--- config.mk ---
export PLATFORM = sky130hd
export DESIGN_NAME = ram_probe_clear
export DESIGN_NICKNAME = d
export VERILOG_FILES = /design/src/rtl/ram_probe_clear.sv
export SDC_FILE = /design/constraint.sdc
export NUM_CORES = 1
export LEC_CHECK = 0
export CAP_MARGIN = 5
export CORE_ASPECT_RATIO = 1.1
export CORE_MARGIN = 3
export CORE_UTILIZATION = 41
export CTS_CLUSTER_SIZE = 10
export DETAILED_ROUTE_END_ITERATION = 6
export PLACE_DENSITY = 0.72
export SETUP_SLACK_MARGIN = 0.02
export SYNTH_ARGS = -nofsm -noshare
export SYNTH_HDL_FRONTEND = slang
export SYNTH_SLANG_ARGS = --single-unit
export TNS_END_PERCENT = 10
--- constraint.sdc ---
create_clock -name clk_sys -period 6.7 [get_ports clk_sys]
set_input_delay 1.34 -clock clk_sys [delete_from_list [all_inputs] [get_ports clk_sys]]
set_output_delay 1.34 -clock clk_sys [all_outputs]
set_load 0.05 [all_outputs]
--- src/rtl/ram_probe_clear.sv ---
// ============================================================================
// Module      : ram_probe_clear
// Description : Memory-size probe and zero-fill sequencer in front of a
//               single-word SDRAM command port. Writes signatures to
//               power-of-two probe addresses plus an aliasing guard word,
//               reads them back into a presence mask, then optionally sweeps
//               zeros across [0, CLEAR_LAST].
// Revision    : 1.0 - initial release
// ============================================================================
`default_nettype none

module ram_probe_clear #(
   parameter int              AW         = 27,
   parameter int              DW         = 16,
   parameter int              NPROBE     = 3,
   parameter int              BASE_BIT   = 24,
   parameter logic [DW-1:0]   SIG_SEED   = 16'h0C38,
   parameter logic [AW-1:0]   CLEAR_LAST = {AW{1'b1}}
) (
   input  logic              clk_sys,
   input  logic              RESET,
   input  logic              restart,
   input  logic              clear_en,
   input  logic              mem_ready,
   input  logic [DW-1:0]     mem_dout,
   output logic [AW-1:0]     mem_addr,
   output logic [DW-1:0]     mem_din,
   output logic              mem_we,
   output logic              mem_rd,
   output logic [NPROBE-1:0] size_mask,
   output logic              probe_done,
   output logic              clear_busy,
   output logic              clear_done,
   output logic [AW-1:0]     clr_addr
);

   // Command list: NPROBE signature writes, one guard write, NPROBE reads.
   localparam int NCMD = 2 * NPROBE + 1;
   localparam int CW   = $clog2(NCMD + 1);

   localparam logic [AW-1:0] ADDR_ONE   = {{(AW-1){1'b0}}, 1'b1};
   localparam logic [AW-1:0] GUARD_ADDR = ADDR_ONE << BASE_BIT;

   typedef enum logic [3:0] {
      S_INIT      = 4'd0,
      S_ISSUE     = 4'd1,
      S_GAP       = 4'd2,
      S_WAIT      = 4'd3,
      S_DECIDE    = 4'd4,
      S_CLR_ISSUE = 4'd5,
      S_CLR_GAP   = 4'd6,
      S_CLR_WAIT  = 4'd7,
      S_IDLE      = 4'd8
   } state_t;

   state_t            state, nxt_state;
   logic [CW-1:0]     cmd_idx, nxt_cmd_idx;
   logic [AW-1:0]     nxt_mem_addr;
   logic [DW-1:0]     nxt_mem_din;
   logic              nxt_mem_we, nxt_mem_rd;
   logic [NPROBE-1:0] nxt_size_mask;
   logic              nxt_probe_done, nxt_clear_busy, nxt_clear_done;
   logic [AW-1:0]     nxt_clr_addr;
   int                cmd_k;
   int                cmd_p;

   // Probe 0 lives at address 0, probe i at bit BASE_BIT+i.
   function automatic logic [AW-1:0] probe_addr(input int p);
      if (p == 0) return '0;
      return ADDR_ONE << (BASE_BIT + p);
   endfunction

   function automatic logic [DW-1:0] probe_sig(input int p);
      return SIG_SEED + DW'(p);
   endfunction

   // Writes run highest probe first; reads follow the guard in the same order.
   // The guard slot maps to probe 0 only to keep the index in range.
   function automatic int cmd_probe(input int k);
      if (k < NPROBE)  return NPROBE - 1 - k;
      if (k == NPROBE) return 0;
      return 2 * NPROBE - k;
   endfunction

   // Next-state and next-output logic for both the probe and sweep phases.
   always_comb begin
      nxt_state      = state;
      nxt_cmd_idx    = cmd_idx;
      nxt_mem_addr   = mem_addr;
      nxt_mem_din    = mem_din;
      nxt_mem_we     = 1'b0;
      nxt_mem_rd     = 1'b0;
      nxt_size_mask  = size_mask;
      nxt_probe_done = probe_done;
      nxt_clear_busy = clear_busy;
      nxt_clear_done = clear_done;
      nxt_clr_addr   = clr_addr;
      cmd_k          = int'(cmd_idx);
      cmd_p          = cmd_probe(cmd_k);

      case (state)
         S_INIT: begin
            if (mem_ready) begin
               nxt_size_mask  = '0;
               nxt_probe_done = 1'b0;
               nxt_clear_done = 1'b0;
               nxt_clr_addr   = '0;
               nxt_cmd_idx    = '0;
               nxt_state      = S_ISSUE;
            end
         end
         S_ISSUE: begin
            if (mem_ready) begin
               if (cmd_k < NPROBE) begin
                  nxt_mem_addr = probe_addr(cmd_p);
                  nxt_mem_din  = probe_sig(cmd_p);
                  nxt_mem_we   = 1'b1;
               end else if (cmd_k == NPROBE) begin
                  nxt_mem_addr = GUARD_ADDR;
                  nxt_mem_din  = ~SIG_SEED;
                  nxt_mem_we   = 1'b1;
               end else begin
                  nxt_mem_addr = probe_addr(cmd_p);
                  nxt_mem_rd   = 1'b1;
               end
               nxt_state = S_GAP;
            end
         end
         S_GAP: begin
            // Controller may not have dropped ready yet; skip one cycle.
            nxt_state = S_WAIT;
         end
         S_WAIT: begin
            if (mem_ready) begin
               if (cmd_k > NPROBE) begin
                  for (int i = 0; i < NPROBE; i++) begin
                     if (i == cmd_p) nxt_size_mask[i] = (mem_dout == probe_sig(cmd_p));
                  end
               end
               if (cmd_k == NCMD - 1) begin
                  nxt_probe_done = 1'b1;
                  nxt_state      = S_DECIDE;
               end else begin
                  nxt_cmd_idx = cmd_idx + 1'b1;
                  nxt_state   = S_ISSUE;
               end
            end
         end
         S_DECIDE: begin
            if (clear_en) begin
               nxt_clear_busy = 1'b1;
               nxt_state      = S_CLR_ISSUE;
            end else begin
               nxt_clear_done = 1'b0;
               nxt_state      = S_IDLE;
            end
         end
         S_CLR_ISSUE: begin
            if (mem_ready) begin
               nxt_mem_addr = clr_addr;
               nxt_mem_din  = '0;
               nxt_mem_we   = 1'b1;
               nxt_state    = S_CLR_GAP;
            end
         end
         S_CLR_GAP: begin
            nxt_state = S_CLR_WAIT;
         end
         S_CLR_WAIT: begin
            if (mem_ready) begin
               if (clr_addr == CLEAR_LAST) begin
                  // Stop on the last address; clr_addr does not wrap.
                  nxt_clear_busy = 1'b0;
                  nxt_clear_done = 1'b1;
                  nxt_state      = S_IDLE;
               end else begin
                  nxt_clr_addr = clr_addr + 1'b1;
                  nxt_state    = S_CLR_ISSUE;
               end
            end
         end
         S_IDLE: begin
            nxt_state = S_IDLE;
         end
         default: begin
            nxt_state = S_INIT;
         end
      endcase

      // Restart aborts everything, including an in-flight command; the
      // command port registers keep their last values.
      if (restart) begin
         nxt_state      = S_INIT;
         nxt_cmd_idx    = '0;
         nxt_mem_addr   = mem_addr;
         nxt_mem_din    = mem_din;
         nxt_mem_we     = 1'b0;
         nxt_mem_rd     = 1'b0;
         nxt_size_mask  = '0;
         nxt_probe_done = 1'b0;
         nxt_clear_busy = 1'b0;
         nxt_clear_done = 1'b0;
         nxt_clr_addr   = '0;
      end
   end

   // State and output registers; RESET clears everything.
   always_ff @(posedge clk_sys) begin
      if (RESET) begin
         state      <= S_INIT;
         cmd_idx    <= '0;
         mem_addr   <= '0;
         mem_din    <= '0;
         mem_we     <= 1'b0;
         mem_rd     <= 1'b0;
         size_mask  <= '0;
         probe_done <= 1'b0;
         clear_busy <= 1'b0;
         clear_done <= 1'b0;
         clr_addr   <= '0;
      end else begin
         state      <= nxt_state;
         cmd_idx    <= nxt_cmd_idx;
         mem_addr   <= nxt_mem_addr;
         mem_din    <= nxt_mem_din;
         mem_we     <= nxt_mem_we;
         mem_rd     <= nxt_mem_rd;
         size_mask  <= nxt_size_mask;
         probe_done <= nxt_probe_done;
         clear_busy <= nxt_clear_busy;
         clear_done <= nxt_clear_done;
         clr_addr   <= nxt_clr_addr;
      end
   end

endmodule

`default_nettype wire

==> impl_metrics.py, run 1 <==
metrics = {
    "sta": {
        "totalNegativeSetupSlack_ps": 0,
        "rsz0062_at_grt": "false",
        "maxSlewViolCount": 0,
        "period_needed_ps": 3460,
        "clock_skew_ps": 11.7,
        "tightest_slew_ps": 1260,
        "setup_viol": 0,
        "max_slew_margin": 0.154,
        "hold_violations": 0,
        "max_freq_mhz": 289,
        "min_period_over_period": 0.517,
    },
    "synthesis": {
        "netlist.area_leader.share": 0.389,
        "yosysUniqueCellTypes": 56,
        "ys.flop_type": "dfxtp_1",
        "syn-instance-count": 478,
        "syn-cell-area_um2": 3850,
        "syn-num-nets": 509,
        "synth_area_leader_cell": "dfxtp_1",
        "synth_edf_count": 0,
        "seq_area_frac_synth": 0.389,
        "ys_ff_latch": 75,
        "post_synth.cell_area_avg_um2": 8.06,
        "synth_area_leaders": "dfxtp_1 (39%), nand2_1 (5.8%), a21oi_1 (5.6%)",
        "async_reset_ff_frac": 0,
        "yosys_warnings": 0,
    },
    "die": {
        "rows": 36,
        "start_util": 0.428,
        "core_area_um2": 9010,
        "die_area_um2": 10600,
        "ioPinCount": 99,
        "dieWidth_um": 98.5,
        "dieHeight_um": 108,
    },
    "run_status": {
        "run_status": "finished clean",
    },
    "global_route": {
        "grt_usage": 0.197,
        "met2_usage": 0.337,
        "grt_max_degree": 37,
        "antenna_found_initial": 0,
        "use_met1": 0.249,
        "grt_use_met3": 0.0447,
        "grt_pass1_vias": 3516,
        "grt_pass1_wl_um": 17300,
        "grt_overflow": 0,
        "grt.busiest_layer": "met2",
    },
    "worst_setup_path": {
        "reg2reg_setup_slack_ps": 4120,
        "cp.required_ps": 6990,
        "rr_endpoint": "clr_addr[21]",
        "arrival_ps": 3750,
        "crit_fanout": 17,
        "cp-start-kind": "input port",
        "reg2reg_from": "state[2]",
        "crit_type": "in2reg",
        "reg2regPathDepth": 6,
        "end_kind": "flop",
    },
    "layout": {
        "drive_above_1_share": 0.0646,
        "final_util": 0.555,
        "post-route-cell-area_um2": 5000,
        "syn_to_final_growth_pct": 29.6,
        "final_cell_count_no_fill": 671,
        "layout.nets": 583,
        "antenna_cells": 0,
    },
    "hold_path": {
        "hold_path_class": "reg2reg",
        "hold_end": "mem_addr[14]",
        "min_from": "mem_addr[14]",
        "worst_hold_path.num_cells": 2,
    },
    "route": {
        "via_per_inst": 5.59,
        "drt_iter0_drc": 246,
        "drtPass1Iterations": 5,
        "drt-total-wl_um": 10500,
        "ant_nets": 0,
        "wl_per_cell_um": 15.6,
        "remaining_drc_errors": 0,
        "vias": 3749,
    },
    "clocking": {
        "ctsHtreeMaxLevel": 3,
        "cts.sinks": 75,
        "cts_setup_buffers": 0,
        "clkLatencyLatePin_ps": 350,
        "clkTransAtPathRegs_ps": 80,
        "cts_made_buffers": 9,
        "cts_resized": 0,
        "clock_path_buffers": 2,
        "root_buffer": "clkbuf_8",
        "hold_buffers": 0,
        "cts_tree": "done",
    },
    "placed_design": {
        "place_area_um2": 4810,
        "dp_hpwl_um": 7560,
        "place_congestion": 0.849,
        "portBuffers": 98,
        "placed_cells": 655,
    },
    "pwr": {
        "vdd_drop_max_uv": 89.4,
        "power_leakage_nw": 1.63,
        "p_per_area_nw_per_um2": 171,
    },
    "run": {
        "maxCapViolCount": 0,
    },
}
-- synthesized netlist by cell type (5+ instances only) --
library cell and number:
a21oi_1 43, a311oi_1 6, a31oi_1 5, and3_1 5
buf_2 5, buf_4 12, clkbuf_1 20, dfxtp_1 75
ha_1 10, nand2_1 60, nand3_1 40, nand4_1 8
nor2_1 54, nor3_1 9, o2111ai_1 6, o211ai_2 5
o21ai_0 19, or3_1 10, xor2_1 19
-- through the flow --
step / worst slack (ps) / power (W) / hold WS [ps]
6_report: 3240 / 0.000857 / 450
5_1_grt: 3010 / 0.000885 / 468
4_1_cts: 3270 / 0.000864 / 453
3_5_place_dp: 2900 / 0.000523 / 442
3_3_place_gp: 2980 / 0.000522 / 437
2_1_floorplan: 4110 / 0.000500 / 548
-- state kept, by name, summed over array words and instances, names as in the netlist --
name        count
probe_done      1
clear_done      1
mem_addr       27
clr_addr       27
size_mask       3
state           4
mem_we          1
clear_busy      1
mem_din         6
cmd_idx         3
mem_rd          1
-- worst max-delay path, stage by stage --
cell	delay [ps]
clkdlybuf4s50_1	680
nand2_1	170
nor2_2	660
nor2_1	330
or3_1	430
a21oi_1	140
-- power breakdown --
group          leakage, nW  switching, W  internal [W]
clock               0.0947      0.000161      0.000183
combinational        0.929     0.0000385     0.0000237
sequential           0.604    0.00000316      0.000448
-- final cells by class --
| cell class | instances | area, um2 |
|---|---|---|
| clock inverter | 2 | 35.0 |
| clock buffer | 14 | 153 |
| tap | 114 | 143 |
| sequential | 75 | 1500 |
| timing repair buffer | 101 | 1000 |
| inverter | 5 | 18.8 |
| fill | 836 | 4010 |
| multi-input combinational | 360 | 2140 |
-- placed cells by master (no fill, tap or decap), types with 3 or more instances in the layout --
| master | count |
|---|---|
| o2111ai_1 | 6 |
| nand3_1 | 40 |
| clkdlybuf4s50_1 | 98 |
| nand2b_1 | 4 |
| xor2_1 | 19 |
| ha_1 | 10 |
| or3_1 | 10 |
| and3_1 | 5 |
| dfxtp_1 | 75 |
| clkbuf_8 | 10 |
| xnor2_1 | 4 |
| a21oi_1 | 43 |
| and2_1 | 3 |
| a31oi_1 | 5 |
| o211ai_2 | 5 |
| a211oi_1 | 3 |
| o21ai_0 | 19 |
| nand4_1 | 8 |
| nor3_1 | 9 |
| a311oi_1 | 6 |
| nor2_1 | 54 |
| nand2_1 | 60 |
| o21ai_1 | 4 |
| inv_1 | 3 |
| mux2i_1 | 3 |
| nor4b_1 | 3 |
| buf_4 | 3 |
| clkbuf_1 | 4 |
-- cell families after synthesis --
kind of cell	count (synthesis)	synth area share
and+or+nand+nor	217	0.283
muxes	3	0.00779
DFF	75	0.389
xor gates and xnor gates	23	0.0523
buffers and inverters	43	0.0571
AOI/OAI and AO/OA	107	0.178
adders and majority gates	10	0.0325
-- layer usage --
metal / wire (um) / vias to the layer above
met4: 146 / 0
met5: 0 / -
li1: - / 1828
met3: 682 / 16
met2: 5080 / 136
met1: 4590 / 1769
-- how the worst max path moves through the flow --
| stage | start | end | slack (ps) | cells past startpoint |
|---|---|---|---|---|
| 2_1_floorplan | mem_ready | clr_addr[13] | 4110 | 7 |
| 3_3_place_gp | mem_ready | mem_din[0] | 2980 | 6 |
| 3_5_place_dp | mem_ready | mem_din[0] | 2900 | 6 |
| 4_1_cts | mem_ready | clr_addr[21] | 3270 | 6 |
| 5_1_grt | mem_ready | clr_addr[21] | 3010 | 6 |
| 6_report | mem_ready | clr_addr[21] | 3240 | 6 |
Power figures use the tool's default switching activity.
==> inputs of run 2 (changes only) <==
PLACE_DENSITY = 0.75   (was 0.72)
clock period = 3.1 ns   (was 6.7 ns; I/O delays follow)
==> run 2 against run 1 <==
  * Non-clock buffer count is 7 higher
  * Combinational power is 130% higher
  * Sequential cell count unchanged
==> impl_metrics.py, run 2 (synthesized netlist as in run 1, its figures left out) <==
metrics = {
    "route": {
        "vias": 3739,
        "wl_per_cell_um": 15.7,
        "remaining_drc_errors": 0,
        "ant_nets": 0,
        "drt-total-wl_um": 10600,
        "drt_iter0_drc": 236,
        "drtPass1Iterations": 4,
        "via_per_inst": 5.52,
    },
    "pwr": {
        "power_leakage_nw": 1.70,
        "comb_power_share": 0.067,
        "pwr-share-clk": 0.471,
        "cellInternalPower_w": 0.00164,
        "power_w": 0.00210,
        "p_per_area_nw_per_um2": 411,
        "vdd_drop_max_uv": 302,
        "pwr-share-seq": 0.462,
        "swShare": 0.222,
        "p_sw_w": 0.000467,
    },
    "die": {
        "dieHeight_um": 108,
        "die_area_um2": 10600,
        "core_area_um2": 9010,
        "dieWidth_um": 98.5,
        "rows": 36,
        "start_util": 0.428,
        "ioPinCount": 99,
    },
    "layout": {
        "antenna_cells": 0,
        "final_common_cell": "clkdlybuf4s50_1",
        "final_cell_count_no_fill": 677,
        "top_regs": "clr_addr: 27 flops, mem_addr: 27 flops, mem_din: 6 flops",
        "syn_to_final_growth_pct": 32.9,
        "drive_above_1_share": 0.0817,
        "mostFrequentLayoutCells": "clkdlybuf4s50_1 (98), dfxtp_1 (75), nand2_1 (60), nor2_1 (54), a21oi_1 (43)",
        "layout.nets": 590,
    },
    "placed_design": {
        "pre_cts_ws_ps": 477,
        "dp_hpwl_um": 7730,
        "place_congestion": 0.866,
        "placed_cells": 662,
        "portBuffers": 98,
    },
    "sta": {
        "setup_ws_ps": 715,
        "maxSlewViolCount": 0,
        "max_freq_mhz": 419,
        "min_period_over_period": 0.769,
        "hold_violations": 0,
        "tightest_slew_ps": 704,
        "totalNegativeSetupSlack_ps": 0,
        "max_slew_margin": 0.529,
        "rsz0062_at_grt": "false",
        "period_needed_ps": 2380,
        "clock_skew_ps": 10.0,
        "setup_viol": 0,
    },
    "worst_setup_path": {
        "cp.required_ps": 3390,
        "slowest_stage": "nor2_1",
        "cp-start-kind": "flop",
        "end_kind": "flop",
        "crit_type": "reg2reg",
        "critical-path-max-stage-delay_ps": 560,
        "path_cells": "buf_4 > ha_1 > nand3_1 > nor4_4 > a21oi_4 > nor2_1 > o21ai_0 > a21oi_1",
        "crit_fanout": 11,
        "arrival_ps": 2670,
    },
    "clocking": {
        "hold_buffers": 0,
        "cts_resized": 0,
        "cts_setup_buffers": 0,
        "clkTransAtPathRegs_ps": 80,
        "cts_made_buffers": 9,
        "cts.sinks": 75,
        "ctsHtreeMaxLevel": 3,
        "clock_path_buffers": 2,
        "cts_tree": "done",
        "clkLatencyLatePin_ps": 350,
        "root_buffer": "clkbuf_8",
    },
    "global_route": {
        "grt_pass1_vias": 3456,
        "antenna_found_initial": 0,
        "grt_usage": 0.201,
        "grt_pass1_wl_um": 17300,
        "grt_max_degree": 33,
        "grt_overflow": 0,
    },
    "run_status": {
        "run_status": "finished clean",
    },
    "hold_path": {
        "hold_path_class": "reg2reg",
    },
    "run": {
        "maxCapViolCount": 0,
    },
}
[run 2: stage by stage]
step	utilization	area (um2)	hold WS, ps
3_3_place_gp	0.540	4860	438
5_1_grt	0.569	5120	471
2_1_floorplan	-	3850	548
4_1_cts	0.569	5120	455
3_5_place_dp	0.540	4860	445
6_report	0.569	5120	453
[run 2: layout make-up]
| cell class | instances | area (um2) |
|---|---|---|
| Fill cell | 850 | 3890 |
| Multi-Input combinational cell | 360 | 2140 |
| Sequential cell | 75 | 1500 |
| Timing Repair Buffer | 108 | 1060 |
| Tap cell | 114 | 143 |
| Clock inverter | 6 | 138 |
| Clock buffer | 9 | 124 |
| Inverter | 5 | 18.8 |
[run 2: per-layer routing]
layer | GRT usage | routed length (um)
met2 | 0.343 | 5200
met1 | 0.255 | 4720
met3 | 0.0506 | 616
met5 | 0 | 0
met4 | 0.0517 | 107
[run 2: worst paths after layout]
| path | start | to | slack, ps | cells past startpoint |
|---|---|---|---|---|
| worst min-delay path | mem_addr[12] | mem_addr[12] | 450 | 2 |
| worst min register to register | mem_addr[12] | mem_addr[12] | 450 | 2 |
| worst max register to register | clr_addr[1] | clr_addr[15] | 720 | 8 |
| worst max-delay path | clr_addr[1] | clr_addr[15] | 720 | 8 |
[run 2: critical path: cells and delay by family (launching register included)]
family	cells	cell delay, ps
and+or+nand+nor	3	1180
AOI/OAI and AO/OA	3	460
DFF	1	330
adders and majority gates	1	200
buffers and inverters	1	150
[run 2: power by group through the flow]
stage | Clock [W] | Sequential [W] | Combinational (W)
2_1_floorplan | 0 | 0.00101 | 0.0000741
3_3_place_gp | 0 | 0.000995 | 0.000137
3_5_place_dp | 0 | 0.000996 | 0.000139
4_1_cts | 0.00101 | 0.000973 | 0.000140
5_1_grt | 0.00105 | 0.000974 | 0.000150
6_report | 0.000991 | 0.000973 | 0.000140
==> inputs of run 3 (changes only) <==
PLACE_DENSITY = 0.72   (was 0.75)
clock period = 2.3 ns   (was 3.1 ns; I/O delays follow)
==> run 3 against run 2 <==
  * Die area did not move
  * Combinational power rose by 41%
  * First-iteration DRC count rose by 5.5%
  * Utilization rose by 1.7 points
  * Worst setup slack got worse by 580 ps
  * Clock skew fell by 1.9 ps
  * Clock-buffer cell count rose by 2
  * Critical path depth fell by 7
  * Global-route usage rose by 0.77 points
  * Register-to-register slack got worse by 570 ps
  * Critical path type is now reg2out
  * Largest power group is now sequential cells
  * Highest routed layer unchanged
==> impl_metrics.py, run 3 (synthesized netlist as in run 1, its figures left out) <==
metrics = {
    "worst_setup_path": {
        "path_cells": "clkdlybuf4s50_1",
        "endpoint": "clr_addr[24]",
        "path_delay_family": "buffers and inverters",
        "arrival_ps": 1710,
        "crit_fanout": 6,
        "setup.worst_path.start": "clr_addr[24]",
        "cp.required_ps": 1840,
        "reg2regPathDepth": 7,
        "worst-path-stages": 1,
        "critical-path-max-stage-delay_ps": 870,
        "slowest_stage": "clkdlybuf4s50_1",
        "reg2reg_from": "cmd_idx[0]",
        "cp-start-kind": "flop",
        "rr_endpoint": "size_mask[0]",
        "reg2reg_setup_slack_ps": 150,
        "end_kind": "primary output",
        "cp.buffers_inverters": 1,
        "crit_type": "reg2out",
    },
    "pwr": {
        "power_w": 0.00261,
        "p_per_area_nw_per_um2": 496,
        "pwr-share-clk": 0.423,
        "pwr-share-seq": 0.502,
        "p_sw_w": 0.000622,
        "comb_power_share": 0.076,
        "cellInternalPower_w": 0.00199,
        "power_leakage_nw": 1.81,
        "swShare": 0.238,
        "vdd_drop_max_uv": 280,
    },
    "route": {
        "wl_per_cell_um": 15.9,
        "remaining_drc_errors": 0,
        "drt_iter0_drc": 249,
        "via_per_inst": 5.63,
        "vias": 3958,
        "drt-total-wl_um": 11200,
        "drtPass1Iterations": 5,
        "ant_nets": 0,
    },
    "die": {
        "dieHeight_um": 108,
        "ioPinCount": 99,
        "start_util": 0.428,
        "dieWidth_um": 98.5,
        "core_area_um2": 9010,
        "die_area_um2": 10600,
        "rows": 36,
    },
    "layout": {
        "final_util": 0.585,
        "final_common_cell": "clkdlybuf4s50_1",
        "layout.nets": 615,
        "antenna_cells": 0,
        "post-route-cell-area_um2": 5270,
        "mostFrequentLayoutCells": "clkdlybuf4s50_1 (98), dfxtp_1 (73), nand2_1 (60), nor2_1 (54), a21oi_1 (43)",
        "syn_to_final_growth_pct": 36.8,
        "n_fill_cell": 830,
        "top_regs": "clr_addr: 27 flops, mem_addr: 27 flops, mem_din: 6 flops",
        "drive_above_1_share": 0.122,
    },
    "global_route": {
        "grt_max_degree": 32,
        "grt_usage": 0.209,
        "grt_pass1_vias": 3764,
        "grt_overflow": 0,
        "grt_pass1_wl_um": 18100,
        "antenna_found_initial": 0,
    },
    "clocking": {
        "cts.sinks": 75,
        "cts_setup_buffers": 0,
        "hold_buffers": 0,
        "clock_path_buffers": 2,
        "clkLatencyLatePin_ps": 350,
        "clkTransAtPathRegs_ps": 80,
        "cts_resized": 0,
        "ctsHtreeMaxLevel": 3,
        "cts_tree": "done",
        "root_buffer": "clkbuf_8",
        "cts_made_buffers": 9,
    },
    "sta": {
        "clock_skew_ps": 8.10,
        "maxSlewViolCount": 0,
        "max_freq_mhz": 461,
        "min_period_over_period": 0.943,
        "max_slew_margin": 0.615,
        "setup_viol": 0,
        "hold_violations": 0,
        "totalNegativeSetupSlack_ps": 0,
        "tightest_slew_ps": 575,
        "rsz0062_at_grt": "false",
        "period_needed_ps": 2170,
    },
    "placed_design": {
        "place_area_um2": 5060,
        "portBuffers": 98,
        "dp_hpwl_um": 8360,
        "place_congestion": 0.896,
    },
    "run_status": {
        "run_status": "finished clean",
    },
    "hold_path": {
        "min_from": "mem_addr[11]",
        "hold_path_class": "reg2reg",
    },
    "run": {
        "maxCapViolCount": 0,
    },
}
run 3: worst min path at each step:
stage / to / depth (start not counted)
5_1_grt: mem_addr[4] / 2
3_3_place_gp: mem_addr[12] / 2
2_1_floorplan: state[1] / 2
4_1_cts: mem_addr[11] / 2
6_report: mem_addr[11] / 2
3_5_place_dp: mem_addr[11] / 2
run 3: stage by stage:
stage                     instances  setup slack, ps  hold WS, ps
after floorplan                 478             49.7          548
after CTS                       703             74.9          454
after detailed placement        687             80.3          443
final                           703              132          452
after global placement          687              112          437
after global routing            703             41.0          475
run 3: layer usage:
layer  up-vias  wire length, um  global-route usage
li1       1895                -                   -
met1      1882             4840               0.259
met2       159             5490               0.363
met3        22              603              0.0331
met4         0              229              0.0810
met5         -                0                   0
run 3: final cells by class:
cell class	instances	area, um2	area share
multi-input combinational	360	2140	0.406
sequential	75	1500	0.285
timing repair buffer	133	1260	0.238
tap	114	143	0.0271
clock buffer	11	131	0.0249
clock inverter	5	77.6	0.0147
inverter	5	18.8	0.00356
run 3: power groups by stage:
stage	combinational, W	clock [W]	sequential [W]
finish	0.000198	0.00110	0.00131
global route	0.000212	0.00117	0.00131
CTS	0.000197	0.00111	0.00131
detailed placement	0.000196	0	0.00134
global placement	0.000194	0	0.00134
floorplan	0.0000999	0	0.00136
